[src/rtl/fpu_ctrl_pkg.sv]
// Shared types and encodings for the FPU issue/hazard/writeback controller.
package fpu_ctrl_pkg;

    // Controller state: idle, FPU computing, result waiting for the write port.
    typedef enum logic [1:0] {
        ST_IDLE = 2'd0,
        ST_EXEC = 2'd1,
        ST_WB   = 2'd2
    } fpu_state_e;

    localparam logic [1:0] ALU_OP_FPU   = 2'b11;
    localparam logic [1:0] REGWRITE_INT = 2'b01;
    localparam logic [1:0] REGWRITE_FP  = 2'b10;
    localparam logic [6:0] FUNCT7_FDIV  = 7'b0001100;

endpackage

[src/rtl/fpu_hazard_cmp.sv]
// Compares one register reference from ID against the pending FPU destination.
// A hit needs a live pending entry, an enabled reference, equal index and
// the same register file.
module fpu_hazard_cmp
    import fpu_ctrl_pkg::*;
(
    input  logic       pend_valid,
    input  logic [4:0] pend_rd,
    input  logic       pend_fpu,
    input  logic       cmp_en,
    input  logic [4:0] cmp_idx,
    input  logic       cmp_fpu,
    output logic       hit
);

    assign hit = pend_valid & cmp_en & (cmp_idx == pend_rd) & (cmp_fpu == pend_fpu);

endmodule

[src/rtl/fpu_issue_ctrl.sv]
// Issue, hazard and writeback controller for the single in-flight FPU op.
// Handshake: fpu_start is a one-cycle issue pulse; the FPU result is offered
// with wb_fpu_valid and consumed in the cycle wb_fpu_commit is high, which is
// exactly when wb_fpu_valid is high and the pipeline does not own the port.
module fpu_issue_ctrl
    import fpu_ctrl_pkg::*;
#(
    parameter int FPU_LAT  = 4,
    parameter int FDIV_LAT = 10
) (
    input  logic       clk,
    input  logic       rstn,
    input  logic       id_valid,
    input  logic [1:0] regwrite_id,
    input  logic [1:0] alu_op_id,
    input  logic [6:0] funct7_id,
    input  logic       rs1_fpu_id,
    input  logic       rs2_fpu_id,
    input  logic [4:0] rs1_id,
    input  logic [4:0] rs2_id,
    input  logic [4:0] rd_id,
    input  logic       pipe_stall,
    input  logic       flush,
    input  logic       wb_pipe_busy,
    output logic       stall_id,
    output logic       fpu_start,
    output logic       fpu_busy,
    output logic       wb_fpu_valid,
    output logic       wb_fpu_commit,
    output logic [4:0] wb_rd,
    output logic       wb_rd_fpu
);

    localparam int LAT_MAX = (FPU_LAT > FDIV_LAT) ? FPU_LAT : FDIV_LAT;
    localparam int CNT_W   = $clog2(LAT_MAX);

    fpu_state_e       state_q, state_d;
    logic [CNT_W-1:0] cnt_q, cnt_d;
    logic [4:0]       rd_q, rd_d;
    logic             rd_fpu_q, rd_fpu_d;

    logic fpu_op;
    logic issue;
    logic pend_valid;
    logic raw1_hit, raw2_hit, waw_hit;
    logic structural;

    assign fpu_op = id_valid & (alu_op_id == ALU_OP_FPU);

    // The entry stays pending through the commit cycle; int x0 is never a hazard.
    assign pend_valid = (state_q != ST_IDLE) & (rd_fpu_q | (rd_q != 5'd0));

    fpu_hazard_cmp u_cmp_rs1 (
        .pend_valid (pend_valid),
        .pend_rd    (rd_q),
        .pend_fpu   (rd_fpu_q),
        .cmp_en     (1'b1),
        .cmp_idx    (rs1_id),
        .cmp_fpu    (rs1_fpu_id),
        .hit        (raw1_hit)
    );

    // rs2 is compared unconditionally; a spurious match only costs a stall.
    fpu_hazard_cmp u_cmp_rs2 (
        .pend_valid (pend_valid),
        .pend_rd    (rd_q),
        .pend_fpu   (rd_fpu_q),
        .cmp_en     (1'b1),
        .cmp_idx    (rs2_id),
        .cmp_fpu    (rs2_fpu_id),
        .hit        (raw2_hit)
    );

    fpu_hazard_cmp u_cmp_rd (
        .pend_valid (pend_valid),
        .pend_rd    (rd_q),
        .pend_fpu   (rd_fpu_q),
        .cmp_en     (regwrite_id != 2'b00),
        .cmp_idx    (rd_id),
        .cmp_fpu    (regwrite_id == REGWRITE_FP),
        .hit        (waw_hit)
    );

    assign structural = fpu_op & (state_q != ST_IDLE);

    // ID stall: a flushed instruction never stalls; pipe_stall is deliberately absent.
    assign stall_id = id_valid & ~flush & (structural | raw1_hit | raw2_hit | waw_hit);

    assign issue = fpu_op & ~stall_id & ~pipe_stall & ~flush;

    assign fpu_busy  = (state_q != ST_IDLE);
    assign wb_rd     = rd_q;
    assign wb_rd_fpu = rd_fpu_q;

    // Next-state, latency counter, destination latch and handshake outputs.
    always_comb begin
        state_d       = state_q;
        cnt_d         = cnt_q;
        rd_d          = rd_q;
        rd_fpu_d      = rd_fpu_q;
        fpu_start     = 1'b0;
        wb_fpu_valid  = 1'b0;
        wb_fpu_commit = 1'b0;
        case (state_q)
            ST_IDLE: begin
                if (issue) begin
                    state_d   = ST_EXEC;
                    rd_d      = rd_id;
                    rd_fpu_d  = (regwrite_id == REGWRITE_FP);
                    // EXEC lasts lat-1 cycles so the result shows at issue+lat.
                    cnt_d     = (funct7_id == FUNCT7_FDIV) ? CNT_W'(FDIV_LAT - 1)
                                                           : CNT_W'(FPU_LAT - 1);
                    fpu_start = 1'b1;
                end
            end
            ST_EXEC: begin
                if (cnt_q <= CNT_W'(1)) begin
                    state_d = ST_WB;
                    cnt_d   = '0;
                end else begin
                    cnt_d = cnt_q - CNT_W'(1);
                end
            end
            ST_WB: begin
                wb_fpu_valid = 1'b1;
                // Pipeline writeback has priority; the result simply waits.
                if (!wb_pipe_busy) begin
                    wb_fpu_commit = 1'b1;
                    state_d       = ST_IDLE;
                end
            end
            default: state_d = ST_IDLE;
        endcase
    end

    // State register; reset discards any in-flight op.
    always_ff @(posedge clk or negedge rstn) begin
        if (!rstn) begin
            state_q  <= ST_IDLE;
            cnt_q    <= '0;
            rd_q     <= 5'd0;
            rd_fpu_q <= 1'b0;
        end else begin
            state_q  <= state_d;
            cnt_q    <= cnt_d;
            rd_q     <= rd_d;
            rd_fpu_q <= rd_fpu_d;
        end
    end

endmodule

[config.mk]
export PLATFORM = sky130hd
export DESIGN_NAME = fpu_issue_ctrl
export DESIGN_NICKNAME = d
export VERILOG_FILES = /design/src/rtl/fpu_ctrl_pkg.sv /design/src/rtl/fpu_hazard_cmp.sv /design/src/rtl/fpu_issue_ctrl.sv
export SDC_FILE = /design/constraint.sdc
export NUM_CORES = 1
export LEC_CHECK = 0
export CORE_MARGIN = 2
export CORE_UTILIZATION = 42
export CTS_CLUSTER_DIAMETER = 120
export DETAILED_ROUTE_END_ITERATION = 12
export MAX_ROUTING_LAYER = met4
export PLACE_DENSITY = 0.87
export REMOVE_ABC_BUFFERS = 1
export SETUP_SLACK_MARGIN = 0.15
export SLEW_MARGIN = 20
export SYNTH_ARGS = -nofsm -noshare
export SYNTH_HDL_FRONTEND = slang
export SYNTH_SLANG_ARGS = --single-unit
[constraint.sdc]
create_clock -name clk -period 4.2 [get_ports clk]
set_input_delay 0.42 -clock clk [delete_from_list [all_inputs] [get_ports clk]]
set_output_delay 0.42 -clock clk [all_outputs]
set_load 0.02 [all_outputs]
Word level (Yosys, flattened, before mapping)
Index checks and enable logic that the tools add are counted.
Word-level totals
  word-level logic and storage cells: 63
  bits in registers: 12
  output and inout bits: 11
Operators by class
  bitwise operators: 22
  $lt $le $gt $ge: 1
  multiplexer cells: 13
  equality and inequality tests: 14
  reductions and logical operators: 8
  add/subtract/negate cells: 1
Operator list (count)
  $and A1 B1 Y1: 15
  $eq A5 B5 Y1: 3
  $mux W4: 3
  $pmux W4 S2: 1
  $eq A7 B4 Y1 const B: 1
  $eq A2 B2 Y1 const B: 3
  $mux W2: 3
  $ne A2 B2 Y1 const B: 3
  $pmux W2 S3: 1
  $reduce_bool A2 Y1: 3
  $mux W1: 5
  $reduce_bool A5 Y1: 1
  $le A4 B1 Y1 const B: 1
  $or A1 B1 Y1: 4
  $reduce_and A2 Y1: 2
  $sub A4 B1 Y4 const B: 1
  $eq A1 B1 Y1: 3
  $not A1 Y1: 3
  $reduce_and A3 Y1: 1
  $eq A2 B1 Y1 const B: 1
  $logic_not A2 Y1: 1

Depth between registers and ports, before layout
Gate-level depths: netlist of run 1.
  word-level depth: 15
  depth in mapped cells: 6
  gate-level depth less buffers: 6

Cells and area by module
From an unflattened synthesis of run 1, not the netlist that was laid out.
Unflattened totals
  cells, all modules: 90
  area, all modules: 895.9 um^2
Modules (own cells, without submodules)
  fpu_issue_ctrl: sequential area each 300.3 um^2, area each 670.6 um^2, cells an instance 63, instances 1
  fpu_hazard_cmp: sequential area each 0.0 um^2, area each 75.1 um^2, cells an instance 9, instances 3

Worst setup path after synthesis of run 1
No wires, ideal clock.
  path kind: flip-flop to output port
  from: register rd_q[1] (netlist: wb_rd[1])
  to: output stall_id
  data arrival time: 1396 ps
  path slack: 2384 ps
  stages on the path, launching flop included: 6
  cell sequence: dfrtp_1 clkbuf_1 xnor2_1 nand3_1 o41ai_1 o31a_1
On the way
  cells in the longest elaborated chain, start to end: 9
  elaborated cells on any way between the ends: 17
  those cells by class: 3 x eq/ne; 13 x bitwise; 1 x reduce/logical
RTL lines
  start: declaration: line fpu_issue_ctrl.sv:39  | logic [4:0] rd_q, rd_d;
  start signal: assignment: line fpu_issue_ctrl.sv:146  | rd_q <= rd_d;
  $reduce_bool A5 Y1: line fpu_issue_ctrl.sv:51  | assign pend_valid = (state_q != ST_IDLE) & (rd_fpu_q | (rd_q != 5'd0));
  $or A1 B1 Y1: line fpu_issue_ctrl.sv:51
  $and A1 B1 Y1: line fpu_issue_ctrl.sv:51
  $and A1 B1 Y1 (2 in a row): line fpu_hazard_cmp.sv:16  | assign hit = pend_valid & cmp_en & (cmp_idx == pend_rd) & (cmp_fpu == pend_fpu);
  $or A1 B1 Y1 (2 in a row): line fpu_issue_ctrl.sv:87  | assign stall_id = id_valid & ~flush & (structural | raw1_hit | raw2_hit | waw_hit);
  $or A1 B1 Y1 *: line fpu_issue_ctrl.sv:87
  $and A1 B1 Y1 *: line fpu_issue_ctrl.sv:87
  end: declaration: line fpu_issue_ctrl.sv:25  | output logic stall_id,
Mark *: on every way between the ends. The rest lies on a longest branch, timed or not.

Worst setup path in the final report of run 1
  from: input regwrite_id[1]
  to: output stall_id
On the way
  cells in the longest elaborated chain, start to end: 6
  elaborated cells on any way between the ends: 8
  those cells by class: 2 x eq/ne; 5 x bitwise; 1 x reduce/logical
RTL lines
  start: declaration: line fpu_issue_ctrl.sv:14  | input logic [1:0] regwrite_id,
  $reduce_bool A2 Y1: line fpu_issue_ctrl.sv:78  | .cmp_en (regwrite_id != 2'b00),
  $and A1 B1 Y1 (2 in a row): line fpu_hazard_cmp.sv:16
  $and A1 B1 Y1 *: line fpu_hazard_cmp.sv:16
  $or A1 B1 Y1 *: line fpu_issue_ctrl.sv:87
  $and A1 B1 Y1 *: line fpu_issue_ctrl.sv:87
Marks and branches as above.

==> qor.yml, run 1 <==
pwr:
  p_switching_mw: 0.235
  ir_drop_mv: 0.257
  switching_share_pct: 39.7
  p_per_area_nw_per_um2: 437
  p_comb_share_pct: 51.4
  p_clk_share_pct: 11.3
  p_leak_nw: 0.554
  p_total_mw: 0.591
  p_int_mw: 0.356
  seq_power_share_pct: 37.2
sta:
  fin_skew_ns: 0.00379
  hold_viol: 0
  fmax_mhz: 377
  worst_pin_slew_ns: 0.550
  relSlewSlack_pct: 63.2
  slew_viol_final: 0
  fin_crit_ns: 2.65
  holdWs_ns: 0.504
  finalCritPeriodShare_pct: 63.1
  setup_viol: 0
  fin_tns_setup_ns: 0
  rsz0062_at_grt: "no"
floorplan:
  rows: 16
  start_util_pct: 44.1
  io_pins: 45
  core_area_sq_um: 1960
  fp.dieArea_sq_um: 2440
  die_y_microns: 49.4
  die_w_microns: 49.4
cts:
  cts.sinks: 12
  cts_buffers: 3
  htreeDepth: 1
  cts_tree: "done"
  cts_resized: 0
  ctsHoldBuffers: 0
  cts.path.max_buffers: 2
  cts-root-buf: "clkbuf_4"
  post_cts.repair.setup_buffers: 0
  clock_latency_ns: 0.27
  clk_pin_slew_ns: 0.07
grt:
  antenna_found_initial: 0
  grt-ovfl-total: 0
  grt_pass1_vias: 861
  grt_first_pass_wirelength_microns: 3740
  grt_max_degree: 14
  grt_usage_pct: 20.3
setup_path:
  end_kind: "output port"
  r2r-end: "cnt_q[3]$_DFFE_PN0P_"
  critPathLaunch: "regwrite_id[1]"
  worst-path-max-fanout: 2
  crit_slowest_cell: "clkdlybuf4s50_1"
  endpoint: "stall_id"
  cpMostUsedCell: "clkdlybuf4s50_1"
  r2r_slack_ns: 2.41
  path_cells: "clkdlybuf4s50_1, nor2b_1, mux2i_1, o41ai_1, o31a_1, clkdlybuf4s50_1"
  critical_path_required_ns: 3.78
  slowest_delay_ns: 0.59
  criticalPathCategory: "in2out"
  cp-start-kind: "primary input"
  reg2reg_depth: 6
  r2r-start: "cnt_q[1]$_DFFE_PN0P_"
  crit_arrival_ns: 2.23
route:
  drt_iter0_drc: 20
  postRouteAntennaNets: 0
  drc_errors: 0
  via_count: 830
  drt_wl_total_microns: 2130
  first_pass_iters: 4
  vias_per_cell: 5.22
  routedWlPerCell_microns: 13.4
yosys:
  avgSynthCellArea_sq_um: 9.95
  synth_top_family_by_area: "simple AND/OR/NAND/NOR gates"
  yosysSeqAreaShare_pct: 34.7
  synth_compound_area_share_pct: 11.0
  ys_warn_count: 0
  ys_types: 34
  synth_area_sq_um: 866
  synth_seq_cells: 12
  muxShareOfSynthArea_pct: 10.1
  synthAdderAreaFrac_pct: 2.89
  synth_simple_gate_area_share_pct: 20.2
  synth_xor_area_share_pct: 17.2
  netlist_instances: 87
cells_and_area:
  stdcell_area_sq_um: 1350
  register_area_sq_um: 300
  area_growth_pct: 56.1
  nNetsFinal: 170
  fillers: 156
  multi_input_area_sq_um: 532
  post-route-util_pct: 68.9
  drive_gt1_share_pct: 11.4
  diodes: 0
min_path:
  hp-class: "in2async"
outcome:
  outcome: "complete, no violations"
placed_design:
  gp_congestion: 0.773
  detailedPlacementHpwl_microns: 1770
  portBuffers: 44
  dpl_cell_area_sq_um: 1330
flow_run:
  cap_violations: 0
power by group through the flow:
| stage | logic, mW | registers, mW | clock network [mW] |
|---|---|---|---|
| floorplan | 0.167 | 0.231 | 0 |
| global placement | 0.295 | 0.218 | 0 |
| detailed placement | 0.305 | 0.222 | 0 |
| CTS | 0.307 | 0.220 | 0.0713 |
| global route | 0.335 | 0.228 | 0.0765 |
| finish | 0.304 | 0.220 | 0.0670 |
how the worst min path moves through the flow:
| stage | to | cells past startpoint |
|---|---|---|
| after detailed placement | cnt_q[3]$_DFFE_PN0P_ | 1 |
| after floorplan | cnt_q[0]$_DFFE_PN0P_ | 0 |
| after CTS | cnt_q[2]$_DFFE_PN0P_ | 1 |
| after global routing | cnt_q[2]$_DFFE_PN0P_ | 1 |
| final | cnt_q[2]$_DFFE_PN0P_ | 1 |
| after global placement | cnt_q[0]$_DFFE_PN0P_ | 1 |
metrics by stage:
step | worst slack [ns] | cells
2_1_floorplan | 2.29 | 84
4_1_cts | 1.54 | 159
6_report | 1.55 | 159
3_3_place_gp | 1.58 | 156
3_5_place_dp | 1.55 | 156
5_1_grt | 1.41 | 159
Yosys cell counts:
library cell | n | share of area [%]
a211o_1 | 1 | 1.0
a21o_1 | 1 | 0.87
a22o_1 | 1 | 1.0
a311oi_1 | 1 | 1.0
and2b_1 | 1 | 0.87
and4_1 | 1 | 1.0
buf_6 | 1 | 1.3
clkbuf_1 | 2 | 0.87
dfrtp_1 | 12 | 35
ha_1 | 2 | 2.9
inv_1 | 3 | 1.3
inv_2 | 1 | 0.43
mux2_2 | 6 | 7.8
mux2i_1 | 2 | 2.3
nand2_1 | 3 | 1.3
nand2b_1 | 3 | 2.2
nand3_1 | 1 | 0.58
nand4_1 | 2 | 1.4
nor2_1 | 4 | 1.7
nor2_2 | 2 | 1.4
nor2b_1 | 3 | 2.2
nor3_1 | 5 | 2.9
nor4_1 | 2 | 1.4
nor4_4 | 1 | 2.5
o211ai_1 | 1 | 0.87
o21ai_0 | 2 | 1.2
o22ai_1 | 1 | 0.72
o31a_1 | 1 | 1.0
o31ai_1 | 1 | 0.87
o31ai_2 | 1 | 1.4
o41ai_1 | 1 | 1.0
or3_1 | 1 | 0.72
xnor2_1 | 11 | 11
xor2_1 | 6 | 6.1
placed cells by master (no fill, tap or decap), types with 2 or more instances in the layout:
cell type / n
clkbuf_4: 3
clkdlybuf4s50_1: 44
dfrtp_1: 12
ha_1: 2
inv_1: 3
mux2_2: 6
mux2i_1: 2
nand2_1: 3
nand2b_1: 3
nand4_1: 2
nor2_1: 4
nor2_2: 2
nor2b_1: 3
nor3_1: 5
nor4_1: 2
o21ai_0: 2
xnor2_1: 11
xor2_1: 6
per-layer routing:
metal,up-vias,track usage [%],wire [microns]
met5,-,-,0
li1,398,-,-
met2,54,36.0,981
met4,0,4.17,22
met1,375,23.1,867
met3,3,5.21,261
kinds of logic after synthesis:
logic type / after synthesis
AO/OA/AOI/OAI: 12
XOR/XNOR: 17
adder cells (fa/ha/maj): 2
buffers and inverters: 7
flip-flops: 12
multiplexers: 8
AND/OR/NAND/NOR: 29
sequential cells by signal (all words and copies together), names as in the netlist:
name	flops
wb_rd_fpu	1
wb_rd	5
state_q	2
cnt_q	4
layout make-up:
| class | instances | area share, % |
|---|---|---|
| Clock buffer | 3 | 1.67 |
| Inverter | 4 | 1.11 |
| Multi-Input combinational cell | 68 | 39.4 |
| Sequential cell | 12 | 22.2 |
| Tap cell | 27 | 2.50 |
| Timing Repair Buffer | 45 | 33.1 |
worst max-delay path, delay by kind of cell:
| family | cells | cell delay [ns] |
|---|---|---|
| buffers and inverters | 2 | 1.04 |
| muxes | 1 | 0.10 |
| and+or+nand+nor | 1 | 0.16 |
| AOI/OAI and AO/OA | 2 | 0.51 |
(Power assumes the default switching activity.)
==> run 2: changes to the inputs <==
CORE_UTILIZATION = 35   (was 42)
PLACE_DENSITY = 0.78   (was 0.87)
clock period = 2.25 ns   (was 4.2 ns; I/O delays follow)
==> run 2 against run 1 <==
Global-route usage down 3.1 points. Combinational power up 89%. Worst setup slack worse by 1.2 ns. Clock skew down 0.0022 ns. Design area up 0.83%. Sequential cell count unchanged. Clock power rose to 2.6 times the previous value. Critical path type is now reg2out.
==> qor.yml, run 2 (synthesis gave the netlist of run 1 again) <==
pwr:
  p_per_area_nw_per_um2: 848  # +94%
  ir_drop_mv: 0.549  # +110%
  p_leak_nw: 0.567  # +2.4%
  p_total_mw: 1.16  # +96%
grt:
  grt-ovfl-total: 0  # unchanged
  grt_usage_pct: 17.2  # -3.1 points
  grt_pass1_vias: 838  # -2.7%
  grt_max_degree: 13  # -1
  antenna_found_initial: 0  # unchanged
  grt_first_pass_wirelength_microns: 3400  # -9.0%
route:
  drt_wl_total_microns: 2220  # +3.9%
  routedWlPerCell_microns: 13.6  # +1.3%
  first_pass_iters: 4  # unchanged
  drt_iter0_drc: 17  # -15%
  drc_errors: 0  # unchanged
  postRouteAntennaNets: 0  # unchanged
  via_count: 824  # -0.72%
  vias_per_cell: 5.06  # -3.2%
cts:
  cts-root-buf: "clkbuf_4"
  clk_pin_slew_ns: 0.08  # about the same
  cts_tree: "done"
  cts.path.max_buffers: 2  # unchanged
  post_cts.repair.setup_buffers: 0  # unchanged
  htreeDepth: 1  # unchanged
  clock_latency_ns: 0.27  # about the same
  ctsHoldBuffers: 0  # unchanged
  cts_buffers: 3  # unchanged
  cts.sinks: 12  # unchanged
sta:
  slew_viol_final: 0  # unchanged
  relSlewSlack_pct: 63.5  # +0.29 points
  setup_viol: 0  # unchanged
  worst_pin_slew_ns: 0.546  # -0.00436 ns
  fin_crit_ns: 1.91
  rsz0062_at_grt: "no"
  finalCritPeriodShare_pct: 84.8
  fin_skew_ns: 0.00155  # -0.00224 ns
  hold_viol: 0  # unchanged
  fmax_mhz: 524
  fin_tns_setup_ns: 0  # unchanged
floorplan:
  io_pins: 45  # unchanged
  start_util_pct: 35.9  # -8.2 points
  rows: 18  # +2
  die_y_microns: 53.7  # +8.8%
  die_w_microns: 53.7  # +8.8%
  fp.dieArea_sq_um: 2890  # +18%
  core_area_sq_um: 2410  # +23%
cells_and_area:
  final_common_cell: "clkdlybuf4s50_1"
  diodes: 0  # unchanged
  drive_gt1_share_pct: 12.8  # +1.4 points
  area_growth_pct: 57.4
  fillers: 204  # +31%
  layout_common_cells: "clkdlybuf4s50_1, dfrtp_1, xnor2_1"
  register_area_sq_um: 300  # unchanged
  multi_input_area_sq_um: 532  # unchanged
  largest_reg_flops: 5  # unchanged
  nNetsFinal: 170  # unchanged
placed_design:
  portBuffers: 44  # unchanged
  detailedPlacementHpwl_microns: 1830  # +3.0%
  gp_congestion: 0.827  # +6.9%
setup_path:
  cp-start-kind: "flop"
  crit_arrival_ns: 1.68  # -0.55 ns
  end_kind: "output port"
  worst-path-max-fanout: 4  # +2
  criticalPathCategory: "reg2out"
  reg2reg_depth: 6  # unchanged
  critical_path_required_ns: 2.03  # -1.75 ns
outcome:
  outcome: "complete, no violations"
flow_run:
  cap_violations: 0  # unchanged
min_path:
  hp-class: "in2async"
run 2: per-stage QoR:
stage / setup slack [ns] / instance area, sq um / cells / hold slack (ns) / utilization [%]
2_1_floorplan: 0.342 / 847 / 84 / -0.0706 / -
3_3_place_gp: 0.0153 / 1330 / 159 / 0.537 / 55.3
3_5_place_dp: 0.0107 / 1330 / 159 / 0.564 / 55.3
4_1_cts: 0.210 / 1370 / 163 / 0.319 / 56.7
5_1_grt: 0.237 / 1360 / 163 / 0.351 / 56.5
6_report: 0.343 / 1360 / 163 / 0.299 / 56.5
run 2: repair_timing:
action	in CTS	in global routing
gates resized for setup	2	2
pin swaps	0	0
cloned	0	0
setup endpoints to repair	2	1
run 2: power breakdown:
part	leakage, nW	internal (mW)	switching, mW	total [mW]
combinational	0.392	0.313	0.262	0.575
sequential	0.154	0.288	0.118	0.407
clock	0.0210	0.0984	0.0757	0.174
total	0.567	0.700	0.456	1.16
run 2: worst max-delay path, stage by stage, from the launching register on:
cell	delay, ns
dfrtp_1	0.41
and2b_1	0.25
nor2b_1	0.14
clkdlybuf4s50_1	0.61
run 2: final timing paths:
path	to	startpoint	slack [ns]
worst max-delay path	wb_fpu_commit	state_q[0]$_DFFE_PN0P_	0.34
worst max register to register	cnt_q[3]$_DFFE_PN0P_	cnt_q[0]$_DFFE_PN0P_	0.49
min in group clk	cnt_q[3]$_DFFE_PN0P_	cnt_q[3]$_DFFE_PN0P_	0.59
worst min-delay path	cnt_q[3]$_DFFE_PN0P_	rstn	0.30
max in group asynchronous	wb_rd_fpu$_DFFE_PN0P_	rstn	1.59
worst min register to register	cnt_q[3]$_DFFE_PN0P_	cnt_q[3]$_DFFE_PN0P_	0.59
run 2: cell type report:
| type | count | share of cell area [%] |
|---|---|---|
| multi-input combinational | 68 | 39.0 |
| timing repair buffer | 45 | 32.4 |
| sequential | 12 | 22.0 |
| tap | 30 | 2.75 |
| clock buffer | 4 | 2.66 |
| inverter | 4 | 1.10 |
run 2: metal layers:
| metal | wire [microns] | part of all wire, % | global-route usage (%) | vias up |
|---|---|---|---|---|
| met1 | 887 | 40 | 18.5 | 368 |
| met5 | 0 | 0 | - | - |
| li1 | - | - | - | 406 |
| met4 | 38 | 1.7 | 7.26 | 0 |
| met2 | 1050 | 47 | 29.5 | 46 |
| met3 | 237 | 11 | 4.72 | 4 |
